## config.mk

```make
export PLATFORM = sky130hd
export DESIGN_NAME = shape_raster_ctrl
export DESIGN_NICKNAME = d
export VERILOG_FILES = /design/src/rtl/shape_raster_ctrl.sv
export SDC_FILE = /design/constraint.sdc
export NUM_CORES = 1
export LEC_CHECK = 0
export CELL_PAD_IN_SITES_DETAIL_PLACEMENT = 0
export CELL_PAD_IN_SITES_GLOBAL_PLACEMENT = 1
export CORE_UTILIZATION = 45
export DETAILED_ROUTE_END_ITERATION = 8
export PLACE_DENSITY_LB_ADDON = 0.1
export SLEW_MARGIN = 10
export SYNTH_ARGS = -nofsm -noshare
export SYNTH_HDL_FRONTEND = slang
export SYNTH_SLANG_ARGS = --single-unit
export TNS_END_PERCENT = 50
```

## constraint.sdc

```tcl
create_clock -name clk -period 7.3 [get_ports clk]
set_input_delay 1.095 -clock clk [delete_from_list [all_inputs] [get_ports clk]]
set_output_delay 1.095 -clock clk [all_outputs]
set_load 0.01 [all_outputs]
```

## src/rtl/shape_raster_ctrl.sv

```systemverilog
// Raster controller: turns one shape instruction into a stream of
// pixel coordinates (bounding-box fill or corner points).
module shape_raster_ctrl #(
  parameter int WIDTH  = 4,
  parameter int HEIGHT = 3
) (
  input  logic              clk,
  input  logic              rst_n,
  input  logic              instr_valid,
  output logic              instr_ready,
  input  logic              shape,
  input  logic [1:0]        op,
  input  logic [WIDTH-1:0]  x1,
  input  logic [WIDTH-1:0]  x2,
  input  logic [WIDTH-1:0]  x3,
  input  logic [HEIGHT-1:0] y1,
  input  logic [HEIGHT-1:0] y2,
  input  logic [HEIGHT-1:0] y3,
  output logic              pix_valid,
  input  logic              pix_ready,
  output logic [WIDTH-1:0]  pix_x,
  output logic [HEIGHT-1:0] pix_y,
  output logic              busy,
  output logic              done
);

  localparam int EW = WIDTH + HEIGHT + 3;

  typedef enum logic [2:0] {
    S_IDLE,
    S_SETUP,
    S_SCAN,
    S_VERT,
    S_DONE
  } state_e;

  state_e state_q, state_d;

  logic                     sq_q;
  logic [WIDTH-1:0]         vx_q [3];
  logic [HEIGHT-1:0]        vy_q [3];
  logic [WIDTH-1:0]         xmin_q, xmax_q;
  logic [HEIGHT-1:0]        ymin_q, ymax_q;
  logic [WIDTH-1:0]         cx_q, cx_d;
  logic [HEIGHT-1:0]        cy_q, cy_d;
  logic [1:0]               idx_q, idx_d;
  logic signed [WIDTH:0]    dx_q [3];
  logic signed [HEIGHT:0]   dy_q [3];

  logic                     accept;
  logic                     covered;
  logic                     all_ge, all_le;
  logic [WIDTH-1:0]         xmin_c, xmax_c, x4, vert_x;
  logic [HEIGHT-1:0]        ymin_c, ymax_c, y4, vert_y;
  logic [1:0]               last_idx;
  logic signed [EW-1:0]     rx_c [3];
  logic signed [EW-1:0]     ry_c [3];
  logic signed [EW-1:0]     ddx_c [3];
  logic signed [EW-1:0]     ddy_c [3];
  logic signed [EW-1:0]     e_c [3];

  assign instr_ready = rst_n && (state_q == S_IDLE);
  assign busy        = (state_q != S_IDLE);
  assign accept      = instr_valid && instr_ready;
  assign last_idx    = sq_q ? 2'd3 : 2'd2;

  // Fourth square corner closes the parallelogram 1-2-3.
  assign x4 = vx_q[0] + vx_q[2] - vx_q[1];
  assign y4 = vy_q[0] + vy_q[2] - vy_q[1];

  always_comb begin
    xmin_c = vx_q[0];
    xmax_c = vx_q[0];
    ymin_c = vy_q[0];
    ymax_c = vy_q[0];
    for (int i = 1; i < 3; i++) begin
      if (vx_q[i] < xmin_c) xmin_c = vx_q[i];
      if (vx_q[i] > xmax_c) xmax_c = vx_q[i];
      if (vy_q[i] < ymin_c) ymin_c = vy_q[i];
      if (vy_q[i] > ymax_c) ymax_c = vy_q[i];
    end
  end

  // Edge functions; EW bits hold the worst-case product difference.
  always_comb begin
    for (int i = 0; i < 3; i++) begin
      rx_c[i]  = EW'({1'b0, cx_q}) - EW'({1'b0, vx_q[i]});
      ry_c[i]  = EW'({1'b0, cy_q}) - EW'({1'b0, vy_q[i]});
      ddx_c[i] = {{(EW-WIDTH-1){dx_q[i][WIDTH]}}, dx_q[i]};
      ddy_c[i] = {{(EW-HEIGHT-1){dy_q[i][HEIGHT]}}, dy_q[i]};
      e_c[i]   = ddx_c[i] * ry_c[i] - ddy_c[i] * rx_c[i];
    end
  end

  always_comb begin
    all_ge = 1'b1;
    all_le = 1'b1;
    for (int i = 0; i < 3; i++) begin
      if (e_c[i][EW-1]) all_ge = 1'b0;
      if (!e_c[i][EW-1] && (e_c[i] != '0)) all_le = 1'b0;
    end
    covered = sq_q || all_ge || all_le;
  end

  always_comb begin
    vert_x = x4;
    vert_y = y4;
    case (idx_q)
      2'd0: begin vert_x = vx_q[0]; vert_y = vy_q[0]; end
      2'd1: begin vert_x = vx_q[1]; vert_y = vy_q[1]; end
      2'd2: begin vert_x = vx_q[2]; vert_y = vy_q[2]; end
      default: ;
    endcase
  end

  assign pix_x = (state_q == S_VERT) ? vert_x : cx_q;
  assign pix_y = (state_q == S_VERT) ? vert_y : cy_q;

  always_comb begin
    state_d   = state_q;
    cx_d      = cx_q;
    cy_d      = cy_q;
    idx_d     = idx_q;
    pix_valid = 1'b0;
    done      = 1'b0;
    unique case (state_q)
      S_IDLE: begin
        if (accept) begin
          unique case (1'b1)
            (op == 2'b01): state_d = S_SETUP;
            (op == 2'b10): begin
              state_d = S_VERT;
              idx_d   = 2'd0;
            end
            default: state_d = S_DONE;
          endcase
        end
      end
      S_SETUP: begin
        cx_d    = xmin_c;
        cy_d    = ymin_c;
        state_d = S_SCAN;
      end
      S_SCAN: begin
        pix_valid = covered;
        if (!covered || pix_ready) begin
          if (cx_q == xmax_q) begin
            cx_d = xmin_q;
            if (cy_q == ymax_q) state_d = S_DONE;
            else cy_d = cy_q + 1'b1;
          end else begin
            cx_d = cx_q + 1'b1;
          end
        end
      end
      S_VERT: begin
        pix_valid = 1'b1;
        if (pix_ready) begin
          if (idx_q == last_idx) state_d = S_DONE;
          else idx_d = idx_q + 2'd1;
        end
      end
      S_DONE: begin
        done    = 1'b1;
        state_d = S_IDLE;
      end
      default: state_d = S_IDLE;
    endcase
  end

  always_ff @(posedge clk or negedge rst_n) begin
    if (!rst_n) begin
      state_q <= S_IDLE;
      cx_q    <= '0;
      cy_q    <= '0;
      idx_q   <= '0;
    end else begin
      state_q <= state_d;
      cx_q    <= cx_d;
      cy_q    <= cy_d;
      idx_q   <= idx_d;
    end
  end

  always_ff @(posedge clk or negedge rst_n) begin
    if (!rst_n) begin
      sq_q   <= 1'b0;
      xmin_q <= '0;
      xmax_q <= '0;
      ymin_q <= '0;
      ymax_q <= '0;
      for (int i = 0; i < 3; i++) begin
        vx_q[i] <= '0;
        vy_q[i] <= '0;
        dx_q[i] <= '0;
        dy_q[i] <= '0;
      end
    end else begin
      if (accept) begin
        sq_q    <= shape;
        vx_q[0] <= x1;
        vx_q[1] <= x2;
        vx_q[2] <= x3;
        vy_q[0] <= y1;
        vy_q[1] <= y2;
        vy_q[2] <= y3;
      end
      if (state_q == S_SETUP) begin
        xmin_q <= xmin_c;
        xmax_q <= xmax_c;
        ymin_q <= ymin_c;
        ymax_q <= ymax_c;
        for (int i = 0; i < 3; i++) begin
          dx_q[i] <= $signed({1'b0, vx_q[(i+1)%3]})
                   - $signed({1'b0, vx_q[i]});
          dy_q[i] <= $signed({1'b0, vy_q[(i+1)%3]})
                   - $signed({1'b0, vy_q[i]});
        end
      end
    end
  end

endmodule

```

# After elaboration in Yosys (flattened, before gate mapping)

Cells that the tools add are included.

Output and inout bits: 11
Flip-flop bits (word level): 72
Logic and storage cells: 141
Input bits: 28

Muxes and demuxes: 41
Equal/unequal tests: 20
$lt $le $gt $ge: 8
Add/subtract/negate cells: 22
Multiply operators: 6
Reduce and logical (&&, ||, !) cells: 24

Operators with widths:

| cell                                                 | count |
|---|---|
| 2-to-1 mux 3 bit                                     | 14 |
| nonzero test 10 bit                                  | 3 |
| subtractor 4 x 4 -> 5 bit                            | 6 |
| subtractor 9 x 9 -> 10 bit                           | 3 |
| 2-to-1 mux 4 bit                                     | 7 |
| multiplier 4 x 5 -> 9 bit                            | 3 |
| multiplier 5 x 4 -> 9 bit                            | 3 |
| subtractor 3 x 3 -> 4 bit                            | 6 |
| != test 2 bit (second input constant)                | 7 |
| one-hot mux 3 bit (2 select lines)                   | 2 |
| one-hot mux 3 bit (4 select lines)                   | 1 |
| one-hot mux 4 bit (3 select lines)                   | 1 |
| one-hot mux 3 bit (3 select lines)                   | 1 |
| greater-than comparator 4 bit                        | 2 |
| < comparator 4 bit                                   | 2 |
| 2-to-1 mux 1 bit                                     | 8 |
| 2-to-1 mux 2 bit                                     | 4 |
| one-hot mux 4 bit (2 select lines)                   | 1 |
| equality test 3 x 2 -> 1 bit (second input constant) | 2 |
| greater-than comparator 3 bit                        | 2 |
| < comparator 3 bit                                   | 2 |
| AND reduction 6 bit                                  | 1 |
| logical AND 1 bit                                    | 5 |
| AND reduction 5 bit                                  | 1 |
| other kinds (25)                                     | 34 |

# Depth between registers and ports, before layout

Gate-level depths: netlist (run 1).

Depth after elaboration: 13
Gate-level depth with buffers: 25
Mapped depth without buffers: 25

# Worst setup path after synthesis (run 1)

OpenSTA, ideal clock, no wires.

Kind: register to output
From: register cx_q[0]
To: output pix_valid
Path buffers: 0
Data arrival time: 6.151 ns
Cell stages (with the launch flop): 23
Required time: 6.205 ns
Path slack: 0.054 ns
Path through: dfrtp_1 > inv_1 > ha_1 > inv_1 > fa_1 > a21o_1 > a21oi_1 > nand2_1 > inv_1 > fa_1 > inv_1 > fa_1 > fa_1 > fa_1 > ha_1 > ha_1 > and3_1 > a221oi_1 > or3b_1 > o211a_1 > o41a_1 > o31ai_4 > o21a_1

Word-level cells in the longest chain between the ends: 10
Elaborated cells between the ends (all ways): 27
Classes of those cells: add/sub (6); mul (3); mux (7); reduce/logical (11)

RTL lines:

| item                                                     | RTL line | RTL |
|---|---|---|
| from (decl)                                              | 44       | `logic [WIDTH-1:0] cx_q, cx_d;` |
| from (signal assigned)                                   | 174      | `cx_q <= '0;` |
| from (signal assigned)                                   | 179      | `cx_q <= cx_d;` |
| subtractor 4 x 4 -> 5 bit                                | 87       | `rx_c[i] = EW'({1'b0, cx_q}) - EW'({1'b0, vx_q[i]});` |
| multiplier 4 x 5 -> 9 bit                                | 91       | `e_c[i] = ddx_c[i] * ry_c[i] - ddy_c[i] * rx_c[i];` |
| subtractor 9 x 9 -> 10 bit                               | 91       |  |
| nonzero test 10 bit or logical NOT 1 bit (tied branches) | 100      | `if (!e_c[i][EW-1] && (e_c[i] != '0)) all_le = 1'b0;` |
| logical AND 1 bit                                        | 100      |  |
| 2-to-1 mux 1 bit (3 in series)                           | 100      |  |
| logical OR 1 bit *                                       | 102      | `covered = sq_q \|\| all_ge \|\| all_le;` |
| one-hot mux 1 bit (2 select lines) *                     | 126      | `unique case (state_q)` |
| to (decl)                                                | 19       | `output logic pix_valid,` |

Mark *: on every way between the ends. The rest lies on a longest branch, timed or not.

# Worst setup path after layout (run 1)

Ends and elaborated chain as after synthesis.

==> results of run 1 <==
-- how the worst min path moves through the flow --
stage                                       end  slack [ps]  depth (start not counted)
after global placement    xmin_q[1]$_DFFE_PN0P_         460                          2
final                     xmin_q[3]$_DFFE_PN0P_         490                          2
after detailed placement  xmin_q[3]$_DFFE_PN0P_         460                          2
after floorplan           xmin_q[0]$_DFFE_PN0P_         440                          2
after global routing      xmin_q[3]$_DFFE_PN0P_         500                          2
after CTS                 xmin_q[3]$_DFFE_PN0P_         480                          2
-- cells in the final DEF, fill, tap and decap left out, types with 4 or more instances in the layout --
cell                              instances
sky130_fd_sc_hd__a21oi_1                 46
sky130_fd_sc_hd__nand2b_1                17
sky130_fd_sc_hd__a31oi_1                  6
sky130_fd_sc_hd__inv_2                   16
sky130_fd_sc_hd__nor2_1                  64
sky130_fd_sc_hd__ha_4                    29
sky130_fd_sc_hd__mux2i_1                 13
sky130_fd_sc_hd__fa_1                   110
sky130_fd_sc_hd__or2_2                   10
sky130_fd_sc_hd__a41o_1                   4
sky130_fd_sc_hd__clkbuf_16                9
sky130_fd_sc_hd__o21ai_0                 68
sky130_fd_sc_hd__buf_6                    7
sky130_fd_sc_hd__dfrtp_1                 70
sky130_fd_sc_hd__a21o_1                  22
sky130_fd_sc_hd__a222oi_1                 7
sky130_fd_sc_hd__ha_1                   121
sky130_fd_sc_hd__and2_1                  31
sky130_fd_sc_hd__nand2_1                118
sky130_fd_sc_hd__o21a_1                   6
sky130_fd_sc_hd__o211ai_1                 6
sky130_fd_sc_hd__clkdlybuf4s50_1         36
sky130_fd_sc_hd__xnor2_1                 38
sky130_fd_sc_hd__xor2_1                  20
sky130_fd_sc_hd__nor2b_1                 22
sky130_fd_sc_hd__nand2_2                  8
sky130_fd_sc_hd__inv_1                  154
sky130_fd_sc_hd__nor3_1                  10
sky130_fd_sc_hd__buf_4                  151
sky130_fd_sc_hd__a211oi_1                 5
sky130_fd_sc_hd__a21oi_2                  5
sky130_fd_sc_hd__mux2_2                  10
sky130_fd_sc_hd__nand3_1                  6
sky130_fd_sc_hd__fa_2                    10
-- cell type report --
class,count,area [µm²]
Sequential cell,72,1800
Multi-Input combinational cell,883,8610
Timing Repair Buffer,195,1580
Inverter,172,651
Clock buffer,9,225
Tap cell,285,357
Clock inverter,7,71.3
Fill cell,2065,9410
-- registers in the layout, indices dropped and copies added (netlist names) --
register and count:
cx_q 4, state_q 3, xmin_q 4, idx_q 2
cy_q 3, ymax_q 3, ddy_c 12, vx_q 12
sq_q 1, xmax_q 4, vy_q 9, ddx_c 15
-- repair_timing --
action                                  4_1_cts  5_1_grt
gates resized for setup                     107       21
setup buffers                                 9        6
cloned                                        0        0
endpoints found under the setup margin        1        1
pin swaps                                    92       29
-- per-layer routing --
metal | vias to the layer above | part of all wire | routed length, µm
met4 | 0 | 0.012 | 353
met3 | 22 | 0.028 | 789
li1 | 4181 | - | -
met5 | - | 0 | 0
met1 | 4193 | 0.46 | 13100
met2 | 90 | 0.50 | 14200
-- cells by family (layout without fill, tap and decap cells) --
logic type,Yosys count,after routing,share of synthesized area
compound gates,215,215,0.136
buf+inv,190,383,0.0680
mux,25,25,0.0253
simple gates,308,308,0.136
flops,72,72,0.172
fa+ha+maj,271,271,0.409
xor+xnor,64,64,0.0535
-- critical path: cells and delay by family, from the launching register on --
kind / cells / cell delay, ps
AOI/OAI and AO/OA: 7 / 1470
and+or+nand+nor: 3 / 630
adders and majority gates: 8 / 3090
DFF: 1 / 390
buffers and inverters: 5 / 570
-- metrics by stage --
stage	std cells	utilization	hold slack, ps	setup WS, ps
4_1_cts	1617	0.579	481	-230
3_3_place_gp	1593	0.538	461	-612
3_5_place_dp	1593	0.538	465	-686
6_report	1623	0.586	485	-302
5_1_grt	1623	0.586	496	-484
2_1_floorplan	1145	-	445	54.2
==> run summary, run 1 <==
Traced cell by cell, the critical path runs through inv_2 -> ha_1 -> inv_1 -> fa_2 -> a21o_1 -> a21oi_2 -> buf_6 -> nand2_4 -> fa_2 -> fa_1 -> fa_1 -> fa_1 -> ha_4 -> ha_4 -> and3_4 -> a221oi_4 -> or3b_1 -> o211a_1 -> o41a_1 -> o31ai_4 -> buf_6 -> o21a_1 -> buf_2. The H-tree level count came out at 3. The average wire per cell in the routed design is 17.5 µm. The fraction of the yosys area taken by sequential cells came out at 0.172.

Summed over all nets, the half-perimeter wirelength after detailed placement is 23.0 mm. The clock buffer count from CTS came out at 9. The number of global-route vias before repair came to 8862. The highest fanout seen on the critical path came out at 4.

The layer flagged by global routing as most heavily used is met2. The biggest area contributor in the post-synthesis netlist is sky130_fd_sc_hd__fa_1. The total die area is 0.0239 mm². Averaged over all synthesized cells, the footprint is 9.16 µm². The minimum setup slack among reg-to-reg paths came out at 480 ps. The met1 routing resource usage after global routing is 0.341. In this run the vertical extent of the chip is 155 µm.

The routed design has 28.4 mm of wire. The library cell with the highest instance count after synthesis is sky130_fd_sc_hd__inv_1. The post-synthesis sequential element count is 72. The synthesized cell area came out at 0.0105 mm². The number of enable-type register cells in the synthesized netlist came out at 0. The net count of the finished layout is 1632. After routing the design area is 0.0133 mm². The critical path arrival is 6510 ps.

The number of antenna violations at the first check in global routing came out at 0. The layout overhead on the synthesized area is 26.9%. The min-delay analysis places its worst path in the category flop to flop. The critical path launch point is cx_q[0]$_DFFE_PN0P_. The headroom to the max-slew limit came out at 0.463. The setup-violating endpoint count in the final report is 1. The library cell used as clock root buffer is sky130_fd_sc_hd__clkbuf_16. Across every metal layer, demand over resource in global routing totals 0.254. For this run, design rule violations remaining after detail routing come to 0. The clock latency on the worst-skew pair came out at 350 ps. The met3 usage in global routing is 0.0336. The final reports fail on setup timing. The Yosys step of the flow raised 0 warnings. The destination of the worst register-to-register timing path is cx_q[3]$_DFFE_PN0P_. The run finished, with violations left. The number of buffer cells added on primary ports is 38. The shortest period the worst path allows is 7600 ps.

The commonest cells after synthesis are sky130_fd_sc_hd__inv_1 (172), sky130_fd_sc_hd__ha_1 (151), sky130_fd_sc_hd__nand2_1 (128), sky130_fd_sc_hd__fa_1 (120), sky130_fd_sc_hd__dfrtp_1 (72). The data required time at the worst endpoint came out at 6200 ps. The initial utilization of the core area, before any placement, comes to 0.462. The most numerous cell on the critical path is sky130_fd_sc_hd__fa_1. In the finished design, the share of the clock period the worst path needs comes to 1.04. Between clock sinks in the finished design, the worst skew comes to 6.73 ps. The worst setup path is launched from a flop. The total via count in the routed design came out at 8486. The die outline width came out at 155 µm.

The logic depth of the worst register-to-register path is 24. The number of hold violations in the final report came out at 0. The area of placed instances came out at 0.0122 mm². The number of maximum-capacitance constraint violations came out at 0. The via density per instance is 5.23. The detailed-routing iteration count for the pre-antenna-repair pass came out at 5. The total nets after synthesis is 1444. The number of DRC violations after detailed-routing iteration 0 came out at 313. The count of hold-fix buffers inserted at cts came out at 0. The critical path is of the flop to output pin type. The element type at the critical path end is an output pin. In this design, the stage delay of the slowest critical-path cell is 600 ps. The global placer's final weighted congestion came out at 0.864.

The CTS sink count came out at 72. The largest individual stage delay along the critical path comes from the cell sky130_fd_sc_hd__fa_2. The setup TNS after final layout is -302 ps. The residual antenna-violating net count after detailed routing is 0. The area of the core came out at 0.0227 mm².

The pin count of the biggest net entering global routing came out at 50. The placement row count came out at 55. The global-route congestion overflow total is 0. The repair_antennas step left the layout with diodes totalling 0.

The worst path setup slack after routing is -302 ps. The number of slew-limit violations in the final report is 0. The longest clock path from root to sink contains 2 buffers.

The fraction of registers with async set or reset after synthesis is 1.00. In this run, distinct cell masters in the synthesized netlist total 63. The predominant post-synthesis flop cell is sky130_fd_sc_hd__dfrtp_1. Setup repair after global routing could not meet its margin everywhere. The maximum operating frequency is 132 MHz. The clock slew seen by the registers of the worst setup and hold paths came out at 60 ps. The layout cell share with drive strength beyond 1 came out at 0.226. The startpoint identified for the worst hold timing path is xmin_q[3]$_DFFE_PN0P_.

In this run the worst setup path terminates at pix_valid. The slew at the pin closest to its max-slew limit came out at 805 ps. The routing usage on met2 came out at 0.436. The wire length of the first global-routing pass came out at 46.8 mm. The portion of synthesized cell area occupied by the leading cell type came out at 0.229. The TritonCTS clock tree is built. Yosys attributes the largest share of cell area to sky130_fd_sc_hd__fa_1 (23%), sky130_fd_sc_hd__ha_1 (18%), sky130_fd_sc_hd__dfrtp_1 (17%). The reg-to-reg critical path startpoint is cx_q[0]$_DFFE_PN0P_. The number of top-level design ports is 39. The number of standard cells after synthesis came out at 1145.
Power of run 1 is left out: the tool's default activity adds up to more than one toggle a clock period on the data nets, which glitch-free logic cannot reach.
==> inputs of run 2 (changes only) <==
Settings changed: CTS_CLUSTER_SIZE set to 24.
==> results of run 2 <==
The final DEF is identical to that of run 1; final timing and power are the same.
Power of run 2 is left out for the same reason.
